**src/rtl/prio_arb_pkg.sv**
```systemverilog
// Shared definitions for the round-robin / fixed-priority arbiter.
package prio_arb_pkg;

   localparam logic MODE_FIXED = 1'b0;
   localparam logic MODE_RR    = 1'b1;

   // Ceiling log2, valid for 1..2^31; used to size the grant index.
   function automatic int clog2(input int value);
      int r;
      r = 0;
      for (int i = 0; i < 31; i++) begin
         if ((1 << i) < value) r = i + 1;
      end
      return r;
   endfunction

endpackage

```
**src/rtl/prio_pick.sv**
```systemverilog
// Combinational picker: searches req downward from start, wrapping modulo N,
// and returns the first set index.
module prio_pick
   import prio_arb_pkg::*;
#(
   parameter int N     = 4,
   parameter int IDX_W = clog2(N)
) (
   input  logic [N-1:0]     req,
   input  logic [IDX_W-1:0] start,
   output logic             any,
   output logic [IDX_W-1:0] idx
);

   // Walk start, start-1, ..., 0, N-1, ..., start+1; the first hit wins.
   always_comb begin
      int pos;
      any = 1'b0;
      idx = '0;
      pos = 0;
      for (int k = 0; k < N; k++) begin
         pos = int'(start) - k;
         if (pos < 0) pos = pos + N;
         if (!any && req[pos]) begin
            any = 1'b1;
            idx = IDX_W'(pos);
         end
      end
   end

endmodule

```
**src/rtl/prio_arbiter_rr.sv**
```systemverilog
// N-way arbiter with registered grant, fixed (highest index wins) or
// round-robin priority.
//
// Handshake: gnt_valid/gnt_idx/gnt_onehot form one registered grant. A grant
// is transferred on a rising edge where gnt_valid && gnt_ready. While
// gnt_valid && !gnt_ready the grant is frozen, whatever req/en/rr_mode do.
// A new grant may be loaded in the same cycle an old one is accepted.
module prio_arbiter_rr
   import prio_arb_pkg::*;
#(
   parameter  int N     = 4,
   localparam int IDX_W = clog2(N)
) (
   input  logic             clk,
   input  logic             rst_n,
   input  logic             en,
   input  logic             rr_mode,
   input  logic [N-1:0]     req,
   output logic             gnt_valid,
   input  logic             gnt_ready,
   output logic [IDX_W-1:0] gnt_idx,
   output logic [N-1:0]     gnt_onehot
);

   localparam logic [IDX_W-1:0] LAST_IDX = IDX_W'(N - 1);

   logic [IDX_W-1:0] ptr;
   logic [IDX_W-1:0] start;
   logic [IDX_W-1:0] pick_idx;
   logic             pick_any;
   logic             load;

   // Fixed mode always searches from the top; RR searches from ptr.
   assign start = (rr_mode == MODE_RR) ? ptr : LAST_IDX;
   // pick_any is equivalent to |req.
   assign load  = en && pick_any && (!gnt_valid || gnt_ready);

   prio_pick #(
      .N     (N),
      .IDX_W (IDX_W)
   ) u_pick (
      .req   (req),
      .start (start),
      .any   (pick_any),
      .idx   (pick_idx)
   );

   // Grant register and RR pointer; ptr only moves on RR-mode loads.
   always_ff @(posedge clk or negedge rst_n) begin
      if (!rst_n) begin
         gnt_valid <= 1'b0;
         gnt_idx   <= '0;
         ptr       <= LAST_IDX;
      end else if (load) begin
         gnt_valid <= 1'b1;
         gnt_idx   <= pick_idx;
         if (rr_mode == MODE_RR) begin
            ptr <= (pick_idx == '0) ? LAST_IDX : pick_idx - 1'b1;
         end
      end else if (gnt_ready) begin
         gnt_valid <= 1'b0;
      end
   end

   // One-hot view of the registered index, blanked when nothing is pending.
   always_comb begin
      gnt_onehot = '0;
      if (gnt_valid) gnt_onehot[gnt_idx] = 1'b1;
   end

endmodule

```
**config.mk**
```make
export PLATFORM = sky130hd
export DESIGN_NAME = prio_arbiter_rr
export DESIGN_NICKNAME = d
export VERILOG_FILES = /design/src/rtl/prio_arb_pkg.sv /design/src/rtl/prio_pick.sv /design/src/rtl/prio_arbiter_rr.sv
export SDC_FILE = /design/constraint.sdc
export NUM_CORES = 1
export LEC_CHECK = 0
export CORE_AREA = 8 8 45 47
export DETAILED_ROUTE_END_ITERATION = 16
export DIE_AREA = 0 0 53 55
export DONT_BUFFER_PORTS = 1
export MAX_ROUTING_LAYER = met4
export PLACE_DENSITY_LB_ADDON = 0.2
export SYNTH_ARGS = -nofsm -noshare
export SYNTH_HDL_FRONTEND = slang
export SYNTH_SLANG_ARGS = --single-unit
```
**constraint.sdc**
```tcl
create_clock -name clk -period 4.1 [get_ports clk]
set_input_delay 0.82 -clock clk [delete_from_list [all_inputs] [get_ports clk]]
set_output_delay 0.82 -clock clk [all_outputs]
set_load 0.005 [all_outputs]
```
==> flow_summary.json, run 1 <==
{
  "drtIter0Drc": 7,
  "dpl_cell_area_um2": 508.0,
  "core_area_um2": 1384,
  "clk_path_buf_depth": 2,
  "syn_avg_cell_area_um2": 8.184,
  "drv_slew": 0,
  "power_frac_seq_pct": 37.7,
  "hold_slack_ps": 272.3,
  "fin_ws_ps": 2120,
  "synth_edf_count": 0,
  "yosys.area.top_type": "dfrtp_1",
  "setup_viol": 0,
  "grt-ovfl-total": 0,
  "numPortBuffers": 0,
  "tritoncts": "yes",
  "hpwl_um": 909.9,
  "cp_max_fo": 8,
  "fin_area_um2": 534.3,
  "comb_power_share_pct": 44.0,
  "wl_per_cell_um": 14.34,
  "grt_use_total_pct": 9.076,
  "finalPower_mw": 0.3087,
  "cp-end-kind": "flip-flop",
  "netlist_top_cells_area": "dfrtp_1, dfstp_2, mux2i_1, nand2_1, nor3b_1",
  "min_path_type": "input pin to asynchronous set/reset pin",
  "first_global_vias": 431,
  "cp-start-kind": "flip-flop",
  "swShare_pct": 40.75,
  "cts_num_sinks": 5,
  "yosys.cell_types.count": 32,
  "synth_top_area_share_pct": 15.04,
  "p_per_area_nw_per_um2": 577.8,
  "syn-cell-area_um2": 499.2,
  "dieArea_um2": 2915,
  "rsz0062_at_grt": "false",
  "relSlewSlack_pct": 80.29,
  "drc_errors": 0,
  "detail_route.first_pass.iterations": 4,
  "gp_congestion": 0.7777,
  "p_clk_share_pct": 18.3,
  "fin_skew_ps": 2.381,
  "p_sw_mw": 0.1258,
  "finalSetupTns_ps": 0,
  "period_needed_ps": 1980,
  "p_leak_nw": 0.2352,
  "initial_core_util_pct": 36.08,
  "worstMarginPinSlew_ps": 294.3,
  "path_clk_slew_ps": 40,
  "cts_root_buf": "clkbuf_4",
  "post-cts-setup-buffers": 0,
  "cts_made_buffers": 3,
  "clock_latency_ps": 240,
  "antenna_cells": 0,
  "post-route-period-util_pct": 48.29,
  "cp.arrival_ps": 2100,
  "pre_cts_ws_ps": 1904,
  "hold_violations": 0,
  "yosys_register_bits": 5,
  "synthFlopType": "dfrtp_1",
  "num_io_pins": 16,
  "status": "completed",
  "ir_worst_vdd_mv": 0.1324,
  "p_int_mw": 0.1829,
  "worst-setup-path-type": "flip-flop to flip-flop",
  "grt_first_pass_wirelength_mm": 1.890,
  "synthArstFlopShare_pct": 100.0,
  "nets": 74,
  "die_w_um": 53,
  "ctsResizeCount": 0,
  "viasPerCell": 5.663,
  "cts_hold_buf": 0,
  "max_freq_mhz": 505.1,
  "crit_required_ps": 4220,
  "dr_total_vias": 453,
  "syn_nets": 70,
  "drive_above_1_share_pct": 15.63,
  "totalWireLength_mm": 1.147,
  "syn2layout_area_growth_pct": 7.017,
  "fp.dieH_um": 55,
  "synth_seq_area_share_pct": 25.56,
  "num_rows": 14,
  "htreeDepth": 1,
  "ant_nets": 0,
  "maxCapViolCount": 0,
  "synth_cells": 61,
  "grt_max_degree": 10,
  "yosys_warnings": 0,
  "antenna_found_initial": 0
}
## cell usage in the layout (no fill, tap or decap), types with 3 or more instances in the layout
cell type	count
clkbuf_4	3
mux2i_1	4
dfrtp_1	3
nand2_1	9
nor2_1	4
inv_1	5
nor3b_1	3
nand2b_1	3
## Yosys cell counts (2+ instances only)
library cell / instances
dfrtp_1: 3
mux2i_1: 4
nor2_1: 4
nor3b_1: 3
a21oi_1: 2
nor3_1: 2
nand4_1: 2
dfstp_2: 2
inv_1: 5
nand2_1: 9
o21ai_0: 2
nand2b_1: 3
## cells by family (layout without fill, tap and decap cells)
kind of cell              Yosys count  in the layout  share of synthesized area (%)
muxes                               6              6                          12.53
xor gates and xnor gates            1              1                          1.755
and+or+nand+nor                    30             30                          32.33
DFF                                 5              5                          25.56
buffers and inverters               6              9                          6.015
AOI/OAI and AO/OA                  13             13                          21.81
## power groups by stage
stage          clock (mW)  combinational (mW)  sequential [mW]
3_3_place_gp            0               0.137            0.119
3_5_place_dp            0               0.137            0.117
5_1_grt            0.0611               0.154            0.124
4_1_cts            0.0597               0.137            0.117
2_1_floorplan           0               0.137           0.0990
6_report           0.0566               0.136            0.116
## metal layers
layer | global-route usage (%) | routed length [µm] | share of wire [%] | vias to the layer above
met5 | - | 0 | 0 | -
met2 | 13.67 | 534 | 47 | 22
met3 | 3.476 | 145 | 13 | 2
met1 | 9.604 | 455 | 40 | 202
li1 | - | - | - | 227
met4 | 6.466 | 12 | 1.0 | 0
## worst max-delay path, cell delays in order, from the launching register on
cell,delay [ps]
dfstp_2,580
and3b_1,200
a2111oi_2,330
a22o_1,190
nand2_1,90
nand3_1,140
mux2_1,330
## path summary, 6_finish.rpt
check	startpoint	end	slack [ps]	cells past startpoint
min reg2reg	ptr[1]$_DFFE_PN1P_	ptr[1]$_DFFE_PN1P_	580	2
min	rst_n	gnt_idx[1]$_DFFE_PN0P_	270	0
max in group asynchronous	rst_n	ptr[0]$_DFFE_PN1P_	3660	0
min in group clk	ptr[1]$_DFFE_PN1P_	ptr[1]$_DFFE_PN1P_	580	2
max reg2reg	ptr[1]$_DFFE_PN1P_	gnt_idx[1]$_DFFE_PN0P_	2120	6
max	ptr[1]$_DFFE_PN1P_	gnt_idx[1]$_DFFE_PN0P_	2120	6
## state kept, by name, indices dropped and copies added (netlist names)
signal / count
gnt_idx: 2
ptr: 2
gnt_valid: 1
## per-stage QoR
stage | util [%] | std cells
global route | 38.61 | 80
global placement | 36.71 | 76
floorplan | - | 61
finish | 38.61 | 80
CTS | 38.61 | 80
detailed placement | 36.71 | 76
## final cells by class
type,instances,area [µm²]
fill,149,849.6
multi-input combinational,50,341.6
sequential,5,127.6
clock buffer,4,26.28
tap,16,20.02
inverter,5,18.77
Note: power is estimated with default switching activity, not from simulation.
==> inputs of run 2 (changes only) <==
==> constraint.sdc (replaced) <==
create_clock -name clk -period 1.8 [get_ports clk]
set_input_delay 0.36 -clock clk [delete_from_list [all_inputs] [get_ports clk]]
set_output_delay 0.36 -clock clk [all_outputs]
set_load 0.005 [all_outputs]
==> flow_summary.json, run 2 (same netlist as run 1, synthesis figures left out) <==
{
  "drtIter0Drc": 7,
  "cp-end-kind": "flip-flop",
  "num_io_pins": 16,
  "drc_errors": 0,
  "top_regs": "gnt_idx: 2 flops, ptr: 2 flops, gnt_valid: 1 flops",
  "die_w_um": 53,
  "grt_use_total_pct": 10.34,
  "fp.dieH_um": 55,
  "relSlewSlack_pct": 80.24,
  "drv_slew": 0,
  "final_common_cell": "buf_4",
  "cts_num_sinks": 5,
  "worst-setup-path-type": "flip-flop to flip-flop",
  "first_global_vias": 495,
  "num_rows": 14,
  "dpl_cell_area_um2": 571.8,
  "clk_path_buf_depth": 2,
  "hold_path_depth": 2,
  "cp_max_fo": 5,
  "critPathMostFrequentCell": "mux2i_1",
  "final_cell_mix": "buf_4, nand2_1, inv_1",
  "grt-ovfl-total": 0,
  "antenna_cells": 0,
  "worstMarginPinSlew_ps": 295.7,
  "drive_above_1_share_pct": 35.53,
  "pre_cts_ws_ps": -1.478,
  "p_per_area_nw_per_um2": 1355,
  "grt_first_pass_wirelength_mm": 2.242,
  "fin_ws_ps": -11.65,
  "status": "finished, violations left",
  "reg2reg_from": "ptr[0]$_DFFE_PN1P_",
  "setup_viol": 2,
  "grt_max_degree": 10,
  "worst_path_largest_cell_delay_ps": 570,
  "fin_util_pct": 47.20,
  "cts_root_buf": "clkbuf_4",
  "min_path_type": "input pin to flip-flop",
  "hold_start": "en",
  "detail_route.first_pass.iterations": 4,
  "ant_nets": 0,
  "tritoncts": "yes",
  "p_leak_nw": 0.3049,
  "fin_skew_ps": 0.1190,
  "r2r_end": "ptr[1]$_DFFE_PN1P_",
  "failed_checks": "negative setup slack",
  "ir_worst_vdd_mv": 0.5309,
  "maxCapViolCount": 0,
  "rsz0062_at_grt": "true",
  "min_to": "gnt_valid$_DFFE_PN0P_",
  "finalPower_mw": 0.8850,
  "max_freq_mhz": 552.0,
  "hpwl_mm": 1.043,
  "slowest_stage": "dfstp_2",
  "hold_violations": 0,
  "numPortBuffers": 0,
  "syn2layout_area_growth_pct": 30.83,
  "dieArea_um2": 2915,
  "period_needed_ps": 1812,
  "crit_required_ps": 1960,
  "gp_congestion": 0.8129,
  "nets": 86,
  "dr_total_vias": 507,
  "core_area_um2": 1384,
  "totalWireLength_mm": 1.388,
  "path_clk_slew_ps": 40,
  "clock_latency_ps": 230,
  "cp-start-kind": "flip-flop",
  "wl_per_cell_um": 15.09,
  "initial_core_util_pct": 36.08,
  "htreeDepth": 1,
  "ff2ff_setup_slack_ps": -10,
  "cp.arrival_ps": 1970,
  "fin_area_um2": 653.1,
  "post-route-period-util_pct": 100.6,
  "worstPathCellList": "mux2i_1 > or2_1 > o221a_2 > a221oi_2 > buf_4 > xor2_1 > mux2i_1",
  "cts_made_buffers": 3,
  "rr_worst_depth": 7,
  "antenna_found_initial": 0,
  "viasPerCell": 5.511,
  "critPathLaunch": "ptr[0]$_DFFE_PN1P_"
}
-- run 2: timing repair --
action / CTS / global route
gates cloned: 0 / 0
setup endpoints to repair: 2 / 4
hold endpoints to repair: 5 / 0
gates resized for setup: 0 / 5
pin swaps: 2 / 9
hold buffers: 1 / 0
buffers inserted: 1 / 3
-- run 2: through the flow --
step / setup TNS [ps] / hold slack [ps] / std cells
5_1_grt: -316.5 / 261.8 / 92
6_report: -13.43 / 243.9 / 92
3_3_place_gp: -19.14 / 64.61 / 83
2_1_floorplan: 0 / 64.41 / 61
4_1_cts: 0 / 234.6 / 89
3_5_place_dp: -1.478 / 64.62 / 83
-- run 2: worst max-delay path: cells and delay by family, from the launching register on --
kind | cells | cell delay (ps)
compound gates | 2 | 460
buf+inv | 1 | 170
xor+xnor | 1 | 140
simple gates | 1 | 230
mux | 2 | 180
flops | 1 | 570
-- run 2: area by class of cell --
class | instances | area, µm²
multi-input combinational | 50 | 367.9
sequential | 5 | 127.6
tap | 16 | 20.02
timing repair buffer | 12 | 92.59
inverter | 5 | 18.77
clock buffer | 4 | 26.28
fill | 141 | 730.7
-- run 2: routing by layer --
metal  vias to the layer above  track usage, %  part of all wire, %
met1                       241           11.35                   41
met5                         -               -                    0
met2                        14           16.60                   51
li1                        252               -                    -
met3                         0           3.209                  8.0
met4                         0           5.172                    0
-- run 2: worst max path at each step --
| stage | slack (ps) | to | cells past startpoint |
|---|---|---|---|
| finish | -10 | ptr[1]$_DFFE_PN1P_ | 7 |
| global route | -120 | ptr[1]$_DFFE_PN1P_ | 7 |
| CTS | 0.5 | ptr[0]$_DFFE_PN1P_ | 6 |
| floorplan | 20 | gnt_idx[1]$_DFFE_PN0P_ | 7 |
| detailed placement | -1 | gnt_idx[1]$_DFFE_PN0P_ | 6 |
| global placement | -20 | ptr[0]$_DFFE_PN1P_ | 6 |
-- run 2: power by group --
group,switching (mW),total [mW],internal [mW]
clock,0.0416,0.125,0.0835
combinational,0.225,0.509,0.284
sequential,0.0710,0.251,0.180
==> inputs of run 3 (changes only) <==
--- a/config.mk
+++ b/config.mk
@@ -5,9 +5,9 @@
 export SDC_FILE = /design/constraint.sdc
 export NUM_CORES = 1
 export LEC_CHECK = 0
-export CORE_AREA = 8 8 45 47
+export CORE_AREA = 2 2 39 41
 export DETAILED_ROUTE_END_ITERATION = 16
-export DIE_AREA = 0 0 53 55
+export DIE_AREA = 0 0 41 43
 export DONT_BUFFER_PORTS = 1
 export MAX_ROUTING_LAYER = met4
 export PLACE_DENSITY_LB_ADDON = 0.2
==> flow_summary.json, run 3 (same netlist as run 1, synthesis figures left out) <==
{
  "numPortBuffers": 0,
  "tritoncts": "yes",
  "core_area_um2": 1384,
  "p_per_area_nw_per_um2": 1324,
  "crit_required_ps": 1960,
  "worstMarginPinSlew_ps": 356.3,
  "post-route-period-util_pct": 101.8,
  "clk_path_buf_depth": 2,
  "swShare_pct": 38.52,
  "p_int_mw": 0.5285,
  "fin_ws_ps": -33.05,
  "hold_violations": 0,
  "antenna_cells": 0,
  "failed_checks": "negative setup slack",
  "final_cell_mix": "nand2_1, buf_4, inv_1",
  "cp-start-kind": "flip-flop",
  "first_global_vias": 456,
  "detail_route.first_pass.iterations": 4,
  "syn2layout_area_growth_pct": 30.08,
  "viasPerCell": 5.584,
  "cts_root_buf": "clkbuf_4",
  "grt_first_pass_wirelength_mm": 1.787,
  "critPathBufInv": 0,
  "slowest_stage": "dfstp_2",
  "num-fill-cells": 137,
  "cp_max_fo": 8,
  "p_sw_mw": 0.3311,
  "worst-setup-path-type": "flip-flop to flip-flop",
  "worstPathCellList": "and2b_2 > a22oi_2 > o221a_4 > nand2_4 > nand4_1 > mux2_4",
  "ir_worst_vdd_mv": 0.4903,
  "cp.arrival_ps": 1990,
  "num_rows": 14,
  "cp-end-kind": "flip-flop",
  "rsz0062_at_grt": "true",
  "fin_util_pct": 46.93,
  "grt_max_degree": 10,
  "grt-ovfl-total": 0,
  "drive_above_1_share_pct": 30.14,
  "grt_use_total_pct": 14.99,
  "num_io_pins": 16,
  "hpwl_um": 894.2,
  "htreeDepth": 1,
  "register_area_um2": 127.6,
  "min_path_type": "input pin to flip-flop",
  "max_freq_mhz": 545.5,
  "maxCapViolCount": 0,
  "die_w_um": 41,
  "clock_latency_ps": 230,
  "crit_family": "flip-flops",
  "drv_slew": 0,
  "ant_nets": 0,
  "comb_power_share_pct": 54.8,
  "dieArea_um2": 1763,
  "path_clk_slew_ps": 40,
  "fp.dieH_um": 43,
  "dpl_cell_area_um2": 556.8,
  "worst_path_largest_cell_delay_ps": 600,
  "top_regs": "gnt_idx: 2 flops, ptr: 2 flops, gnt_valid: 1 flops",
  "multiInputGateArea_um2": 386.6,
  "nets": 83,
  "fin_area_um2": 649.4,
  "wl_per_cell_um": 13.07,
  "drtIter0Drc": 7,
  "cts_num_sinks": 5,
  "totalWireLength_mm": 1.163,
  "initial_core_util_pct": 36.08,
  "p_leak_nw": 0.3032,
  "cts_made_buffers": 3,
  "period_needed_ps": 1833,
  "antenna_found_initial": 0,
  "power_frac_seq_pct": 30.7,
  "drc_errors": 0,
  "status": "finished, violations left",
  "relSlewSlack_pct": 76.00,
  "p_clk_share_pct": 14.6,
  "gp_congestion": 0.7922,
  "setup_viol": 3,
  "fin_skew_ps": 0.8420,
  "dr_total_vias": 497
}
[run 3: changes by cell type in the layout (fill, tap and decap cells not counted), sizes merged]
cell	before	now
buf	11	8
[run 3: power by group through the flow]
stage	Clock (mW)	Sequential (mW)	Combinational, mW
6_report	0.125	0.263	0.471
5_1_grt	0.145	0.279	0.516
4_1_cts	0.132	0.267	0.397
3_5_place_dp	0	0.267	0.368
3_3_place_gp	0	0.268	0.364
2_1_floorplan	0	0.225	0.326
[run 3: stage by stage]
step | hold WS (ps) | total power, mW | setup WS (ps) | setup TNS (ps) | std cells
floorplan | 64.41 | 0.5511 | 18.44 | 0 | 61
global placement | 64.53 | 0.6318 | -54.09 | -147.0 | 81
detailed placement | 64.54 | 0.6352 | -54.70 | -151.2 | 81
CTS | 234.8 | 0.7956 | -32.45 | -73.07 | 87
global route | 239.8 | 0.9401 | -106.3 | -323.5 | 89
finish | 240.2 | 0.8596 | -33.05 | -64.84 | 89
[run 3: final cells by class]
cell class,instances,area share [%]
tap,16,3.083
multi-input combinational,50,59.54
timing repair buffer,9,10.79
inverter,5,2.890
sequential,5,19.65
clock buffer,4,4.046
[run 3: repair_timing]
action	in CTS	in global routing
endpoints found under the hold margin	5	0
cloned	0	0
setup buffers	1	2
resized for setup	1	4
hold buffers	1	0
pin swaps	2	5
endpoints found under the setup margin	4	4
[run 3: worst paths after layout]
check | start | to | slack (ps) | cells past startpoint
setup / recovery | ptr[0]$_DFFE_PN1P_ | ptr[0]$_DFFE_PN1P_ | -30 | 6
hold / removal | en | gnt_valid$_DFFE_PN0P_ | 240 | 2
setup reg to reg | ptr[0]$_DFFE_PN1P_ | ptr[0]$_DFFE_PN1P_ | -30 | 6
hold reg to reg | ptr[1]$_DFFE_PN1P_ | ptr[1]$_DFFE_PN1P_ | 590 | 2
max in group asynchronous | rst_n | ptr[0]$_DFFE_PN1P_ | 1130 | 1
min in group asynchronous | rst_n | gnt_idx[0]$_DFFE_PN0P_ | 420 | 1
[run 3: metal layers]
metal  share of wire [%]  GRT usage (%)  wire (µm)
met2                  51          21.56        588
met5                   0              -          0
met3                 5.9          5.759         69
met1                  43          17.25        504
met4                   0          8.000          0
